===== config.mk =====
export PLATFORM = sky130hd
export DESIGN_NAME = btn_conditioner
export DESIGN_NICKNAME = d
export VERILOG_FILES = /design/src/rtl/btn_pkg.sv /design/src/rtl/btn_chan.sv /design/src/rtl/btn_conditioner.sv
export SDC_FILE = /design/constraint.sdc
export NUM_CORES = 1
export LEC_CHECK = 0
export BUFFER_PORTS_ARGS = -buffer_cell sky130_fd_sc_hd__buf_2
export CAP_MARGIN = 20
export CORE_ASPECT_RATIO = 0.8
export CORE_MARGIN = 10
export CORE_UTILIZATION = 61
export CTS_CLUSTER_SIZE = 16
export DETAILED_ROUTE_END_ITERATION = 8
export GPL_ROUTABILITY_DRIVEN = 0
export PLACE_DENSITY_LB_ADDON = 0.15
export SYNTH_ARGS = -nofsm -noshare
export SYNTH_HDL_FRONTEND = slang
export SYNTH_HIERARCHICAL = 1
export SYNTH_SLANG_ARGS = --single-unit

===== constraint.sdc =====
create_clock -name clk -period 3.26 [get_ports clk]
set_input_delay 0.652 -clock clk [delete_from_list [all_inputs] [get_ports clk]]
set_output_delay 0.652 -clock clk [all_outputs]
set_load 0.02 [all_outputs]

===== src/rtl/btn_pkg.sv =====
// Shared types and helpers for the button conditioner.
// Holds the per-channel FSM state encoding and the counter-width helper.
package btn_pkg;

  typedef enum logic [1:0] {
    IDLE         = 2'd0,
    PRESS_WAIT   = 2'd1,
    HELD         = 2'd2,
    RELEASE_WAIT = 2'd3
  } btn_state_e;

  // Width of a counter that must hold values 0..n without wrapping.
  function automatic int cnt_width(input int n);
    return $clog2(n) + 1;
  endfunction

  // Larger of two cycle counts; sizes the shared repeat counter.
  function automatic int max_cycles(input int a, input int b);
    return (a > b) ? a : b;
  endfunction

endpackage


===== src/rtl/btn_chan.sv =====
// One button channel: synchroniser, debounce FSM and pulse generation.
// Auto-repeat while held is built only when BTN_COND_REPEAT_EN is defined.
module btn_chan
  import btn_pkg::*;
#(
  parameter int SYNC_STAGES     = 2,
  parameter int DEBOUNCE_CYCLES = 250000
`ifdef BTN_COND_REPEAT_EN
  ,
  parameter int HOLD_CYCLES     = 50000000,
  parameter int REPEAT_CYCLES   = 10000000
`endif
) (
  input  logic clk,
  input  logic reset,
  input  logic raw,
  output logic level,
  output logic press,
  output logic release_pulse
);

  localparam int CNT_W = cnt_width(DEBOUNCE_CYCLES);
  localparam logic [CNT_W-1:0] CNT_ONE  = CNT_W'(1);
  localparam logic [CNT_W-1:0] CNT_LAST = CNT_W'(DEBOUNCE_CYCLES - 1);

  logic [SYNC_STAGES-1:0] sync_q;
  logic [SYNC_STAGES-1:0] sync_d;
  logic                   sync;

  btn_state_e       state_q;
  btn_state_e       state_d;
  logic [CNT_W-1:0] cnt_q;
  logic [CNT_W-1:0] cnt_d;
  logic             level_q;
  logic             level_d;
  logic             press_q;
  logic             press_d;
  logic             rel_q;
  logic             rel_d;
  logic             rpt_fire;

  // Shift the raw level through the synchroniser chain.
  always_comb begin
    sync_d = {sync_q[SYNC_STAGES-2:0], raw};
  end

  assign sync = sync_q[SYNC_STAGES-1];

`ifdef BTN_COND_REPEAT_EN
  localparam int RPT_W = cnt_width(max_cycles(HOLD_CYCLES, REPEAT_CYCLES));
  localparam logic [RPT_W-1:0] HOLD_LAST = RPT_W'(HOLD_CYCLES - 1);
  localparam logic [RPT_W-1:0] RPT_LAST  = RPT_W'(REPEAT_CYCLES - 1);

  logic [RPT_W-1:0] rpt_cnt_q;
  logic [RPT_W-1:0] rpt_cnt_d;
  logic             rpt_phase_q;
  logic             rpt_phase_d;

  // Time the hold delay, then the repeat interval, while stably held.
  always_comb begin
    rpt_cnt_d   = rpt_cnt_q;
    rpt_phase_d = rpt_phase_q;
    rpt_fire    = 1'b0;
    if (state_q == HELD && sync) begin
      if (!rpt_phase_q) begin
        if (rpt_cnt_q == HOLD_LAST) begin
          rpt_fire    = 1'b1;
          rpt_cnt_d   = '0;
          rpt_phase_d = 1'b1;
        end else begin
          rpt_cnt_d = rpt_cnt_q + RPT_W'(1);
        end
      end else begin
        if (rpt_cnt_q == RPT_LAST) begin
          rpt_fire  = 1'b1;
          rpt_cnt_d = '0;
        end else begin
          rpt_cnt_d = rpt_cnt_q + RPT_W'(1);
        end
      end
    end else begin
      rpt_cnt_d   = '0;
      rpt_phase_d = 1'b0;
    end
  end

  // Repeat timer registers; cleared whenever the channel leaves HELD.
  always_ff @(posedge clk or posedge reset) begin
    if (reset) begin
      rpt_cnt_q   <= '0;
      rpt_phase_q <= 1'b0;
    end else begin
      rpt_cnt_q   <= rpt_cnt_d;
      rpt_phase_q <= rpt_phase_d;
    end
  end
`else
  assign rpt_fire = 1'b0;
`endif

  // Debounce FSM: accept a level change after enough stable samples.
  always_comb begin
    state_d = state_q;
    cnt_d   = cnt_q;
    level_d = level_q;
    press_d = 1'b0;
    rel_d   = 1'b0;
    unique case (state_q)
      IDLE: begin
        if (sync) begin
          state_d = PRESS_WAIT;
          cnt_d   = CNT_ONE;
        end
      end
      PRESS_WAIT: begin
        if (!sync) begin
          state_d = IDLE;
          cnt_d   = '0;
        end else if (cnt_q == CNT_LAST) begin
          state_d = HELD;
          cnt_d   = '0;
          level_d = 1'b1;
          press_d = 1'b1;
        end else begin
          cnt_d = cnt_q + CNT_ONE;
        end
      end
      HELD: begin
        if (!sync) begin
          state_d = RELEASE_WAIT;
          cnt_d   = CNT_ONE;
        end else begin
          press_d = rpt_fire;
        end
      end
      RELEASE_WAIT: begin
        if (sync) begin
          state_d = HELD;
          cnt_d   = '0;
        end else if (cnt_q == CNT_LAST) begin
          state_d = IDLE;
          cnt_d   = '0;
          level_d = 1'b0;
          rel_d   = 1'b1;
        end else begin
          cnt_d = cnt_q + CNT_ONE;
        end
      end
      default: begin
        state_d = IDLE;
        cnt_d   = '0;
        level_d = 1'b0;
      end
    endcase
  end

  // Channel state registers; reset clears everything mid-debounce too.
  always_ff @(posedge clk or posedge reset) begin
    if (reset) begin
      sync_q  <= '0;
      state_q <= IDLE;
      cnt_q   <= '0;
      level_q <= 1'b0;
      press_q <= 1'b0;
      rel_q   <= 1'b0;
    end else begin
      sync_q  <= sync_d;
      state_q <= state_d;
      cnt_q   <= cnt_d;
      level_q <= level_d;
      press_q <= press_d;
      rel_q   <= rel_d;
    end
  end

  assign level         = level_q;
  assign press         = press_q;
  assign release_pulse = rel_q;

endmodule


===== src/rtl/btn_conditioner.sv =====
// Multi-channel button conditioner: N_BTN independent debounced channels.
// Define BTN_COND_REPEAT_EN to add press auto-repeat while a button is held.
module btn_conditioner
  import btn_pkg::*;
#(
  parameter int N_BTN           = 3,
  parameter int SYNC_STAGES     = 2,
  parameter int DEBOUNCE_CYCLES = 250000,
  parameter int HOLD_CYCLES     = 50000000,
  parameter int REPEAT_CYCLES   = 10000000
) (
  input  logic             clk,
  input  logic             reset,
  input  logic [N_BTN-1:0] btn_raw,
  output logic [N_BTN-1:0] level,
  output logic [N_BTN-1:0] press,
  output logic [N_BTN-1:0] release_pulse
);

  if (N_BTN < 1 || N_BTN > 32 ||
      SYNC_STAGES < 2 || SYNC_STAGES > 4 ||
      DEBOUNCE_CYCLES < 2 ||
      DEBOUNCE_CYCLES > (1 << 24) ||
      HOLD_CYCLES < 1 || REPEAT_CYCLES < 1) begin : g_bad_cfg
    $error("btn_conditioner: parameter out of range");
  end

  for (genvar i = 0; i < N_BTN; i++) begin : g_chan
    btn_chan #(
      .SYNC_STAGES     (SYNC_STAGES),
      .DEBOUNCE_CYCLES (DEBOUNCE_CYCLES)
`ifdef BTN_COND_REPEAT_EN
      ,
      .HOLD_CYCLES     (HOLD_CYCLES),
      .REPEAT_CYCLES   (REPEAT_CYCLES)
`endif
    ) u_chan (
      .clk           (clk),
      .reset         (reset),
      .raw           (btn_raw[i]),
      .level         (level[i]),
      .press         (press[i]),
      .release_pulse (release_pulse[i])
    );
  end

endmodule


# ---- Word level (Yosys, flattened, before mapping)
# Index checks and enable logic that the tools add are counted.
dict set report op_classes {
  add_sub_neg 3
  n_eq_ne 36
  mux 69
  n_reduce_logical 15
}
# op count
set ops {}
lappend ops {{two-way mux 19 bit} 15}
lappend ops {{one-hot mux 19 bit (4 select lines)} 3}
lappend ops {{adder 19 x 1 -> 19 bit, second input constant} 3}
lappend ops {{equality test 19 x 18 -> 1 bit, second input constant} 3}
lappend ops {{two-way mux 2 bit} 18}
lappend ops {{two-way mux 1 bit} 27}
lappend ops {{inequality test 2 x 1 -> 1 bit, second input constant} 12}
lappend ops {{one-hot mux 2 bit (4 select lines)} 3}
lappend ops {{AND reduction 5 bit} 3}
lappend ops {{equality test 2 bit, second input constant} 6}
lappend ops {{inequality test 2 bit, second input constant} 6}
lappend ops {{AND reduction 4 bit} 3}
lappend ops {{inequality test 3 x 1 -> 1 bit, second input constant} 3}
lappend ops {{inequality test 3 bit, second input constant} 3}
lappend ops {{equality test 2 x 1 -> 1 bit, second input constant} 3}
lappend ops {{zero test 2 bit} 3}
lappend ops {{one-hot mux 1 bit (2 select lines)} 3}
lappend ops {{AND reduction 2 bit} 3}
lappend ops {{nonzero test 2 bit} 3}
dict set report word_totals {
  reg_bits 78
  in_bits 5
  out_inout_bits 9
  elab_cells 141
}

# ---- Depth between registers and ports, before layout
# Gate-level depths: netlist of run 1.
dict set report depth {
  depth_word 4
  ltp_mapped 7
  depth_no_buf 6
}

# ---- By module
# The synthesis of run 1 kept the hierarchy.
# mod n_inst cells_per_inst area_per_inst_um2 seq_area_each_um2
set modules_own_cells {}
lappend modules_own_cells {{btn_chan at g_chan[0].u_chan ...} 2 148 1385.1 650.6}
lappend modules_own_cells {{btn_chan at g_chan[2].u_chan} 1 154 1423.9 650.6}

# ---- Least setup slack after synthesis of run 1
# No wires, ideal clock.
dict set report synth_timing {
  path_kind {register to register}
  startpoint {register g_chan[0].u_chan.cnt_q[0]}
  endpoint {register g_chan[0].u_chan.cnt_q[12]}
  setup_time_ns 0.069
  arrival_time_ns 1.865
  required_ns 3.191
  setup_slack_ns 1.326
  stages_incl_launch_ff 8
  path_buffers 1
  period_less_slack_ns 1.934
  path_cell_list {dfrtp_1 ha_1 and3_1 and4b_1 a21o_1 buf_6 or3_2 nand3_1}
}
dict set report synth_between {
  elab_chain_cells 4
  word_cells_on_any_way 6
  cone_classes {add/sub (1); eq/ne (1); mux (4)}
}
# item line_no
set synth_rtl {}
lappend synth_rtl {{from (decl)} btn_chan.sv:32} ;# logic [CNT_W-1:0] cnt_q;
lappend synth_rtl {{from (signal assigned)} btn_chan.sv:169} ;# cnt_q <= cnt_d;
lappend synth_rtl {{adder 19 x 1 -> 19 bit or equality test 19 x 18 -> 1 bit (tied branches)} -}
lappend synth_rtl {{two-way mux 19 bit *} {btn_chan.sv:119, btn_chan.sv:140}}
lappend synth_rtl {{two-way mux 19 bit, on equally long branches} {btn_chan.sv:137, btn_chan.sv:116}}
lappend synth_rtl {{one-hot mux 19 bit (4 select lines) *} btn_chan.sv:108} ;# unique case (state_q)
# Mark *: on every way between the ends. The rest lies on a longest branch, timed or not.
# A chain may end at the register's enable or synchronous reset.

# ---- Worst setup path after layout of run 1
dict set report layout_timing {
  startpoint {register g_chan[0].u_chan.cnt_q[6]}
  endpoint {register g_chan[0].u_chan.cnt_q[10]}
}
# The elaborated chain is that of the path after synthesis.

==> results.json, run 1 <==
{
  "ant_nets": 0,
  "cpMostUsedCell": "a21o_1",
  "p_per_area_mw_per_mm2": 637,
  "crit_buf_inv": 0,
  "die_w_um": 113,
  "async_flop_share_pct": 100,
  "syn_avg_cell_area_um2": 9.32,
  "row_count": 26,
  "post-route-period-util_pct": 71.1,
  "io_buffer_count": 13,
  "clockRootBuffer": "clkbuf_8",
  "ir_drop_mv": 0.324,
  "final-setup-viol-count": 0,
  "grt_use_total_pct": 17.1,
  "synthTopCellsByArea": "dfrtp_1 47%, nand3_1 5.7%, o21ai_0 3.8%, nand2_1 3.6%, a21o_1 3.2%",
  "synthCells": 450,
  "synth-seq-cells": 78,
  "setup_ws_ns": 0.941,
  "tightestPinTransition_ns": 1.02,
  "ctsHoldBuffers": 0,
  "register_area_mm2": 0.00195,
  "antenna_found_initial": 0,
  "final_cell_mix": "78 x dfrtp_1, 48 x nand3_1, 40 x nand2_1",
  "grt_pass1_vias": 3210,
  "clk_pin_slew_ns": 0.09,
  "synthesis.nets": 458,
  "path_class": "flop to flop",
  "yosysSeqAreaShare_pct": 46.5,
  "synth_edf_count": 0,
  "core_mm2": 0.00654,
  "p_leak_nw": 2.00,
  "final_nets": 469,
  "period_minus_slack_ns": 2.32,
  "synth_ff_type": "dfrtp_1",
  "grt_overflow_total": 0,
  "rsz0062_at_grt": "no",
  "dpl.hpwl_um": 6010,
  "fin_skew_ns": 0.00724,
  "fmax_mhz": 431,
  "outcome": "finished clean",
  "hold_ws_ns": 0.275,
  "grt_max_degree": 27,
  "cts_tree": "done",
  "clock-sinks": 78,
  "antennaDiodeCount": 0,
  "syn_area_mm2": 0.00419,
  "cts_max_level": 3,
  "crit_family": "compound AO/OA/AOI/OAI gates",
  "hold_violations": 0,
  "hold_path.class": "input port to async pin",
  "finalMaxSlewViolations": 0,
  "layout-drive-gt1-share_pct": 13.1,
  "r2r_slack_ns": 0.94,
  "cts_resized": 0,
  "pre_cts_ws_ns": 1.04,
  "relSlewSlack_pct": 32.1,
  "multi_input_area_mm2": 0.00200,
  "start_util_pct": 64.1,
  "path_cells": "nor4b_1 -> and4b_1 -> a21o_1 -> o21ai_0 -> a21o_1",
  "synth_cell_types": 52,
  "yosysTopAreaCell": "dfrtp_1",
  "fp.dieArea_mm2": 0.0106,
  "detail_route.first_pass.iterations": 5,
  "max_stage_delay_ns": 0.56,
  "slowest_stage": "a21o_1",
  "areaGrowthSynthToFinish_pct": 7.88,
  "grt_pass1_wl_um": 15300,
  "cts_setup_buffers": 0,
  "routed_via_density": 6.29,
  "totalWireLength_um": 8980,
  "clk_latency_ns": 0.36,
  "io_pins": 14,
  "cp.arrival_ns": 2.58,
  "numCtsBuffers": 9,
  "drc": 0,
  "required_ns": 3.52,
  "ys_warn_count": 6,
  "synth_top_area_share_pct": 46.5,
  "cts_buffer_depth": 2,
  "maxCapViolations": 0,
  "final_common_cell": "dfrtp_1",
  "crit_path_max_fanout": 20,
  "nFillCells": 489,
  "num_vias": 3461,
  "setup_tns_ns": 0,
  "die_h_um": 94.2,
  "detail_route.iter0.violations": 259,
  "crit_path_start_kind": "flop",
  "cp-end-kind": "flop",
  "wl_per_cell_um": 16.3
}
[synthesized netlist by cell type (all sizes together) (2+ instances only)]
| cell type | n |
|---|---|
| buf | 14 |
| and4b | 4 |
| a32oi | 2 |
| nor4 | 10 |
| mux2i | 2 |
| nand3 | 49 |
| ha | 3 |
| nor4b | 3 |
| o21ai | 42 |
| nor3 | 18 |
| a22oi | 2 |
| or3 | 23 |
| a22o | 7 |
| nand2 | 42 |
| inv | 21 |
| nor2b | 4 |
| nor2 | 19 |
| nand4 | 11 |
| a21oi | 25 |
| o21a | 3 |
| dfrtp | 78 |
| or3b | 2 |
| and4 | 4 |
| or2 | 4 |
| and3 | 11 |
| clkbuf | 5 |
| a21o | 19 |
| nor3b | 6 |
| xor2 | 5 |
| mux2 | 3 |
| o21bai | 2 |
[kinds of logic (layout without fill, tap and decap cells)]
family / after synthesis / in the layout / synth area share [%]
AOI/OAI and AO/OA: 107 / 107 / 15.7
xor gates and xnor gates: 5 / 5 / 1.04
adders and majority gates: 3 / 3 / 0.895
buffers and inverters: 40 / 56 / 5.70
DFF: 78 / 78 / 46.5
muxes: 5 / 5 / 1.46
and+or+nand+nor: 212 / 212 / 28.7
[stage by stage]
stage	power, mW	utilization [%]	cells	area (µm²)
5_1_grt	3.06	69.2	550	4520
3_5_place_dp	2.03	64.6	531	4230
2_1_floorplan	1.94	-	450	4190
3_3_place_gp	2.01	64.6	531	4230
4_1_cts	2.87	68.1	547	4450
6_report	2.88	69.2	550	4520
[final cells by class]
| type | instances | area share [%] |
|---|---|---|
| tap | 84 | 2.32 |
| clock inverter | 7 | 2.30 |
| timing repair buffer | 19 | 3.48 |
| multi-input combinational | 332 | 44.3 |
| clock buffer | 9 | 2.74 |
| sequential | 78 | 43.1 |
| inverter | 21 | 1.74 |
[state kept, by name, indices dropped and copies added (netlist names), named ones only]
signal	count
g_chan.u_chan/state_q	3
g_chan.u_chan/cnt_q	57
g_chan.u_chan/press	3
g_chan.u_chan/level	3
g_chan.u_chan/sync_q	6
g_chan.u_chan/release_pulse	3
[power breakdown]
group,internal [mW],switching (mW)
logic,0.306,0.567
clock network,0.441,0.389
registers,1.05,0.128
[routing by layer]
layer  GRT usage (%)  vias up  routed length [µm]
met5               0        -                   0
met4            4.43        0                  95
met3            4.15       13                 555
met2            26.4      111                4000
met1            23.3     1671                4320
li1                -     1666                   -
[worst reg2reg max path, cell delays in order, from the launching register on]
cell and delay (ns):
dfrtp_1 0.48, nor4b_1 0.45, and4b_1 0.31, a21o_1 0.56
o21ai_0 0.21, a21o_1 0.21
[worst paths after layout]
check | from | to | cells past startpoint
max | g_chan[0].u_chan/cnt_q[6]$_DFFE_PP0P_ | g_chan[0].u_chan/cnt_q[10]$_DFFE_PP0P_ | 5
min | reset | g_chan[2].u_chan/cnt_q[0]$_DFFE_PP0P_ | 2
max reg2reg | g_chan[0].u_chan/cnt_q[6]$_DFFE_PP0P_ | g_chan[0].u_chan/cnt_q[10]$_DFFE_PP0P_ | 5
min reg2reg | g_chan[0].u_chan/sync_q[0]$_DFF_PP0_ | g_chan[0].u_chan/sync_q[1]$_DFF_PP0_ | 0
max in group asynchronous | reset | g_chan[1].u_chan/cnt_q[16]$_DFFE_PP0P_ | 3
min in group clk | g_chan[0].u_chan/sync_q[0]$_DFF_PP0_ | g_chan[0].u_chan/sync_q[1]$_DFF_PP0_ | 0
(Power assumes the default switching activity.)
==> inputs of run 2 (changes only) <==
Settings changed: ABC_AREA from default to 1, CORE_UTILIZATION 61 to 56.
Clock period 3.26 ns to 1.98 ns, I/O delays scaled along.
==> run 2 against run 1 <==
Maximum frequency up 35%. First-iteration DRC count up 15%. Die area up 14%. Wire length up 7.1%. Via count up 14%. Design area up 9.2%. Highest routed layer unchanged. Clock skew up 0.0050 ns.
==> results.json, run 2 <==
{
  "outcome": "finished clean",
  "p_per_area_mw_per_mm2": 816,
  "synth_most_common_cell": "nand2_1",
  "grt_overflow_total": 0,
  "reg2reg_depth": 8,
  "clk_pin_slew_ns": 0.09,
  "cts_max_level": 3,
  "die_w_um": 121,
  "synth-seq-cells": 78,
  "top_register": "g_chan.u_chan/cnt_q",
  "yosysSeqAreaShare_pct": 43.1,
  "maxCapViolations": 0,
  "synthesis.nets": 624,
  "largestRegisters": "g_chan.u_chan/cnt_q (57), g_chan.u_chan/sync_q (6)",
  "clk_latency_ns": 0.33,
  "startpoint": "g_chan[2].u_chan/cnt_q[0]$_DFFE_PP0P_",
  "totalWireLength_um": 9620,
  "cts_setup_buffers": 0,
  "nFillCells": 739,
  "internal_power_mw": 2.62,
  "synth_top_area_share_pct": 43.1,
  "max_stage_delay_ns": 0.39,
  "async_flop_share_pct": 100,
  "crit_path_start_kind": "flop",
  "post-route-period-util_pct": 87.0,
  "grt_pass1_wl_um": 16900,
  "required_ns": 2.18,
  "syn_avg_cell_area_um2": 7.35,
  "period_minus_slack_ns": 1.72,
  "cts_buffer_depth": 2,
  "routed_via_density": 5.22,
  "ant_nets": 0,
  "hold_violations": 0,
  "wl_per_cell_um": 12.8,
  "final_nets": 649,
  "fp.dieArea_mm2": 0.0121,
  "detail_route.iter0.violations": 298,
  "cts_tree": "done",
  "ys_warn_count": 6,
  "ir_drop_mv": 0.396,
  "syn_area_mm2": 0.00453,
  "dpl.hpwl_um": 7180,
  "grt_max_degree": 27,
  "synth_ff_type": "dfrtp_1",
  "antennaDiodeCount": 0,
  "swShare_pct": 34.9,
  "fmax_mhz": 580,
  "synthTopCellsByCount": "205 x nand2_1, 79 x inv_1, 78 x dfrtp_1, 71 x nor2_1, 43 x nand3_1",
  "clockRootBuffer": "clkbuf_8",
  "pwr-share-clk_pct": 29.5,
  "row_count": 29,
  "fin_skew_ns": 0.0122,
  "numCtsBuffers": 9,
  "final_core_util_pct": 62.4,
  "antenna_found_initial": 0,
  "seq_power_share_pct": 46.3,
  "start_util_pct": 57.3,
  "hold_path.class": "input port to async pin",
  "relSlewSlack_pct": 59.0,
  "combinationalPowerShare_pct": 24.1,
  "switching_power_mw": 1.41,
  "clock-sinks": 78,
  "areaGrowthSynthToFinish_pct": 9.00,
  "detail_route.first_pass.iterations": 5,
  "final_cell_mix": "205 x nand2_1, 79 x inv_1, 78 x dfrtp_1",
  "num_vias": 3930,
  "crit_path_max_fanout": 11,
  "final_common_cell": "nand2_1",
  "grt_pass1_vias": 3721,
  "core_mm2": 0.00791,
  "cp.arrival_ns": 1.93,
  "cp-end-kind": "flop",
  "setup_tns_ns": 0,
  "largest_reg_flops": 57,
  "io_pins": 14,
  "grt_use_total_pct": 16.7,
  "finalMaxSlewViolations": 0,
  "die_h_um": 100,
  "synthTopCellsByArea": "dfrtp_1 43%, nand2_1 17%, inv_1 6.5%, nor2_1 5.9%, xor2_1 4.8%",
  "tightestPinTransition_ns": 0.614,
  "io_buffer_count": 13,
  "path_class": "flop to flop",
  "drc": 0,
  "worstReg2RegStart": "g_chan[2].u_chan/cnt_q[0]$_DFFE_PP0P_",
  "synth_cell_types": 26,
  "synthCells": 616,
  "synth_edf_count": 0,
  "path_cells": "ha_1 -> nand2_2 -> nor2_4 -> nand3_4 -> o21ai_4 -> nand2_1 -> inv_1 -> nor2_1",
  "yosysTopAreaCell": "dfrtp_1",
  "slowest_stage": "dfrtp_1",
  "layout-drive-gt1-share_pct": 10.4,
  "final-setup-viol-count": 0,
  "rsz0062_at_grt": "no",
  "p_leak_nw": 2.33
}
[run 2: worst max-delay path, delay by kind of cell, from the launching register on]
family | cells | cell delay, ns
compound gates | 1 | 0.31
buf+inv | 1 | 0.09
flops | 1 | 0.39
fa+ha+maj | 1 | 0.26
simple gates | 5 | 0.52
[run 2: layout make-up]
cell class                 count  area [µm²]  share of cell area [%]
inverter                      80         300                    6.08
timing repair buffer          22         133                    2.69
clock buffer                  11         141                    2.86
clock inverter                 4        55.1                    1.11
tap                          108         135                    2.74
sequential                    78        1950                    39.5
multi-input combinational    450        2220                    45.0
[run 2: what timing repair did]
item,in CTS,in global routing
resized for setup,0,1
hold buffers,0,0
endpoints found under the setup margin,0,3
[run 2: stage by stage]
stage | std cells | hold slack (ns) | power [mW] | cell area, µm² | worst slack, ns
final | 753 | 0.140 | 4.03 | 4940 | 0.257
after global routing | 753 | 0.134 | 4.28 | 4940 | 0.107
after CTS | 753 | 0.141 | 4.07 | 4930 | 0.139
after detailed placement | 738 | 0.335 | 2.86 | 4730 | 0.164
after global placement | 738 | 0.333 | 2.82 | 4730 | 0.236
after floorplan | 616 | 0.331 | 2.62 | 4530 | 0.606
[run 2: cell families (layout without fill, tap and decap cells)]
| group | Yosys count | count (layout) | synth area share, % |
|---|---|---|---|
| fa+ha+maj | 3 | 3 | 0.829 |
| simple gates | 367 | 367 | 35.9 |
| xor+xnor | 27 | 27 | 5.22 |
| buf+inv | 88 | 117 | 8.04 |
| compound gates | 53 | 53 | 6.90 |
| flops | 78 | 78 | 43.1 |
[run 2: worst paths after layout]
kind	end	slack, ns
max in group asynchronous	async pin	1.22
min in group clk	g_chan[2].u_chan/sync_q[0]$_DFF_PP0_	0.16
worst min register to register	g_chan[2].u_chan/sync_q[1]$_DFF_PP0_	0.35
worst min-delay path	g_chan[1].u_chan/cnt_q[0]$_DFFE_PP0P_	0.14
worst max-delay path	g_chan[2].u_chan/state_q[0]$_DFFE_PP0P_	0.26
worst max register to register	g_chan[2].u_chan/state_q[0]$_DFFE_PP0P_	0.26
[run 2: per-layer routing]
metal,GRT usage [%],wire (µm),up-vias
met5,0,0,-
met4,4.17,92,0
met3,4.09,478,9
met2,25.7,4140,89
met1,23.1,4900,1838
li1,-,-,1994
[run 2: power by group through the flow]
| stage | Sequential [mW] | Combinational [mW] | Clock (mW) |
|---|---|---|---|
| 3_5_place_dp | 1.90 | 0.960 | 0 |
| 5_1_grt | 1.90 | 1.09 | 1.29 |
| 3_3_place_gp | 1.89 | 0.936 | 0 |
| 4_1_cts | 1.86 | 0.966 | 1.24 |
| 6_report | 1.87 | 0.973 | 1.19 |
| 2_1_floorplan | 1.86 | 0.757 | 0 |
==> inputs of run 3 (changes only) <==
Settings changed: RECOVER_POWER from default to 50, SYNTH_HIERARCHICAL 1 to default.
==> run 3 against run 2 <==
Power decreased by 3.4%. Clock power increased by 3%. Largest cell class unchanged. Wire length decreased by 8.8%. Non-clock buffer count decreased by 5. Highest routed layer unchanged.
==> results.json, run 3 <==
{
  "cpMostUsedCell": "nand3_2",
  "finalMaxSlewViolations": 0,
  "crit_path_start_kind": "flop",
  "reg2reg_depth": 9,
  "worstHoldEndpoint": "g_chan[1].u_chan.sync_q[0]$_DFF_PP0_",
  "synth_top_area_share_pct": 44.8,
  "syn_avg_cell_area_um2": 7.47,
  "cts_max_level": 3,
  "ctsHoldBuffers": 1,
  "final_common_cell": "nand2_1",
  "hold_start": "btn_raw[1]",
  "path_class": "flop to flop",
  "synthTopCellsByCount": "182 x nand2_1, 78 x dfrtp_1, 71 x inv_1, 58 x nand3_1, 57 x nor2_1",
  "synth_cell_types": 32,
  "swShare_pct": 35.0,
  "grt_pass1_vias": 3442,
  "top_register": "g_chan.u_chan.cnt_q",
  "relSlewSlack_pct": 56.2,
  "max_stage_delay_ns": 0.38,
  "cts_tree": "done",
  "r2r_end": "g_chan[1].u_chan.cnt_q[14]$_DFFE_PP0P_",
  "pre_cts_ws_ns": 0.257,
  "setup_tns_ns": 0,
  "setup_ws_ns": 0.229,
  "combinationalPowerShare_pct": 21.5,
  "start_util_pct": 58.1,
  "hold_ws_ns": 0.144,
  "syn_area_mm2": 0.00435,
  "min_path_cells": 1,
  "detail_route.first_pass.iterations": 5,
  "crit_family": "simple AND/OR/NAND/NOR gates",
  "io_buffer_count": 13,
  "die_h_um": 98.9,
  "io_pins": 14,
  "yosysSeqAreaShare_pct": 44.8,
  "hold_path.class": "input port to flop",
  "nFillCells": 699,
  "cts_buffer_depth": 2,
  "areaGrowthSynthToFinish_pct": 7.27,
  "p_per_area_mw_per_mm2": 834,
  "grt_pass1_wl_um": 15500,
  "core_mm2": 0.00750,
  "rsz0062_at_grt": "no",
  "antennaDiodeCount": 0,
  "synth_ff_type": "dfrtp_1",
  "antenna_found_initial": 0,
  "period_minus_slack_ns": 1.75,
  "layout-drive-gt1-share_pct": 10.3,
  "p_leak_nw": 2.21,
  "synthesis.nets": 591,
  "outcome": "finished clean",
  "row_count": 28,
  "cp.arrival_ns": 1.99,
  "fp.dieArea_mm2": 0.0117,
  "register_area_mm2": 0.00195,
  "maxCapViolations": 0,
  "cts_resized": 0,
  "synth-seq-cells": 78,
  "final-setup-viol-count": 0,
  "crit_path_max_fanout": 9,
  "grt_max_degree": 66,
  "tightestPinTransition_ns": 0.654,
  "hold_violations": 0,
  "clockRootBuffer": "clkbuf_8",
  "clock-sinks": 78,
  "post-route-period-util_pct": 88.4,
  "synth_most_common_cell": "nand2_1",
  "ir_drop_mv": 0.693,
  "crit_buf_inv": 2,
  "ys_warn_count": 0,
  "pwr-share-clk_pct": 31.5,
  "clk_pin_slew_ns": 0.09,
  "switching_power_mw": 1.36,
  "wl_per_cell_um": 12.4,
  "grt_overflow_total": 0,
  "fin_skew_ns": 0.0153,
  "worstReg2RegStart": "g_chan[1].u_chan.cnt_q[1]$_DFFE_PP0P_",
  "final_nets": 603,
  "largestRegisters": "g_chan.u_chan.cnt_q (57), g_chan.u_chan.sync_q (6)",
  "r2r_slack_ns": 0.23,
  "path_cells": "ha_1 -> nand3_2 -> inv_2 -> nand3_2 -> nor2_4 -> nor2_2 -> buf_4 -> nand3_1 -> o21ai_1",
  "synthCells": 583,
  "ant_nets": 0,
  "cp-end-kind": "flop",
  "final_cell_mix": "182 x nand2_1, 78 x dfrtp_1, 70 x inv_1",
  "drc": 0,
  "synth_edf_count": 0,
  "yosysTopAreaCell": "dfrtp_1",
  "detail_route.iter0.violations": 289,
  "numCtsBuffers": 9,
  "totalWireLength_um": 8770,
  "largest_reg_flops": 57,
  "cts_setup_buffers": 0,
  "grt_use_total_pct": 15.3,
  "internal_power_mw": 2.53,
  "async_flop_share_pct": 100,
  "required_ns": 2.21,
  "clk_latency_ns": 0.36,
  "slowest_stage": "dfrtp_1",
  "routed_via_density": 5.21,
  "dpl.hpwl_um": 6350,
  "num_vias": 3676,
  "synthTopCellsByArea": "dfrtp_1 45%, nand2_1 16%, nand3_1 6.7%, inv_1 6.1%, nor2_1 4.9%",
  "die_w_um": 119,
  "multi_input_area_mm2": 0.00199,
  "fmax_mhz": 571,
  "seq_power_share_pct": 47.0
}
run 3: cell count changes after synthesis, moves of 8 or more:
| cell | previous run | this run |
|---|---|---|
| xor2_1 | 25 | 14 |
| nor2_1 | 71 | 57 |
| nand2_1 | 205 | 182 |
| nand4_1 | 19 | 4 |
| inv_1 | 79 | 71 |
| o21ai_1 | 2 | 14 |
| nand3_1 | 43 | 58 |
run 3: metrics by stage:
step	instances	cell area [µm²]	power, mW	util, %
after global routing	705	4670	4.13	62.3
after global placement	688	4470	2.66	59.6
after detailed placement	688	4470	2.69	59.6
after CTS	705	4680	3.94	62.4
after floorplan	583	4360	2.48	-
final	705	4670	3.89	62.3
run 3: cell families (layout without fill, tap and decap cells):
| group | after synthesis | in the layout | synth area share [%] |
|---|---|---|---|
| buffers and inverters | 91 | 108 | 9.26 |
| AND/OR/NAND/NOR | 334 | 334 | 34.1 |
| AO/OA/AOI/OAI | 61 | 61 | 7.67 |
| adder cells (fa/ha/maj) | 3 | 3 | 0.862 |
| flip-flops | 78 | 78 | 44.8 |
| XOR/XNOR | 16 | 16 | 3.22 |
run 3: cell type report:
type,instances,area share [%]
clock buffer,9,2.65
multi-input combinational,414,42.7
tap,105,2.81
inverter,75,6.06
timing repair buffer,17,2.33
clock inverter,7,1.66
sequential,78,41.8
run 3: worst max path at each step:
stage	startpoint	end	slack, ns	cells past startpoint
floorplan	g_chan[1].u_chan.cnt_q[0]$_DFFE_PP0P_	g_chan[1].u_chan.cnt_q[14]$_DFFE_PP0P_	0.56	9
global placement	g_chan[0].u_chan.cnt_q[0]$_DFFE_PP0P_	g_chan[0].u_chan.cnt_q[7]$_DFFE_PP0P_	0.38	8
detailed placement	g_chan[1].u_chan.cnt_q[1]$_DFFE_PP0P_	g_chan[1].u_chan.cnt_q[14]$_DFFE_PP0P_	0.26	9
CTS	g_chan[1].u_chan.cnt_q[1]$_DFFE_PP0P_	g_chan[1].u_chan.cnt_q[14]$_DFFE_PP0P_	0.24	9
global route	g_chan[0].u_chan.cnt_q[0]$_DFFE_PP0P_	g_chan[0].u_chan.cnt_q[7]$_DFFE_PP0P_	0.08	8
finish	g_chan[1].u_chan.cnt_q[1]$_DFFE_PP0P_	g_chan[1].u_chan.cnt_q[14]$_DFFE_PP0P_	0.23	9
run 3: per-layer routing:
metal | vias up | global-route usage, % | routed length (µm)
met1 | 1726 | 20.1 | 4290
met2 | 80 | 24.6 | 4040
met3 | 10 | 3.93 | 377
met4 | 0 | 4.12 | 63
li1 | 1860 | - | -
met5 | - | 0 | 0
run 3: power groups by stage:
stage                     Sequential [mW]  Combinational (mW)  Clock, mW
after floorplan                      1.83               0.648          0
after global placement               1.85               0.805          0
after detailed placement             1.86               0.834          0
after CTS                            1.83               0.843       1.27
after global routing                 1.85               0.967       1.32
final                                1.83               0.838       1.23
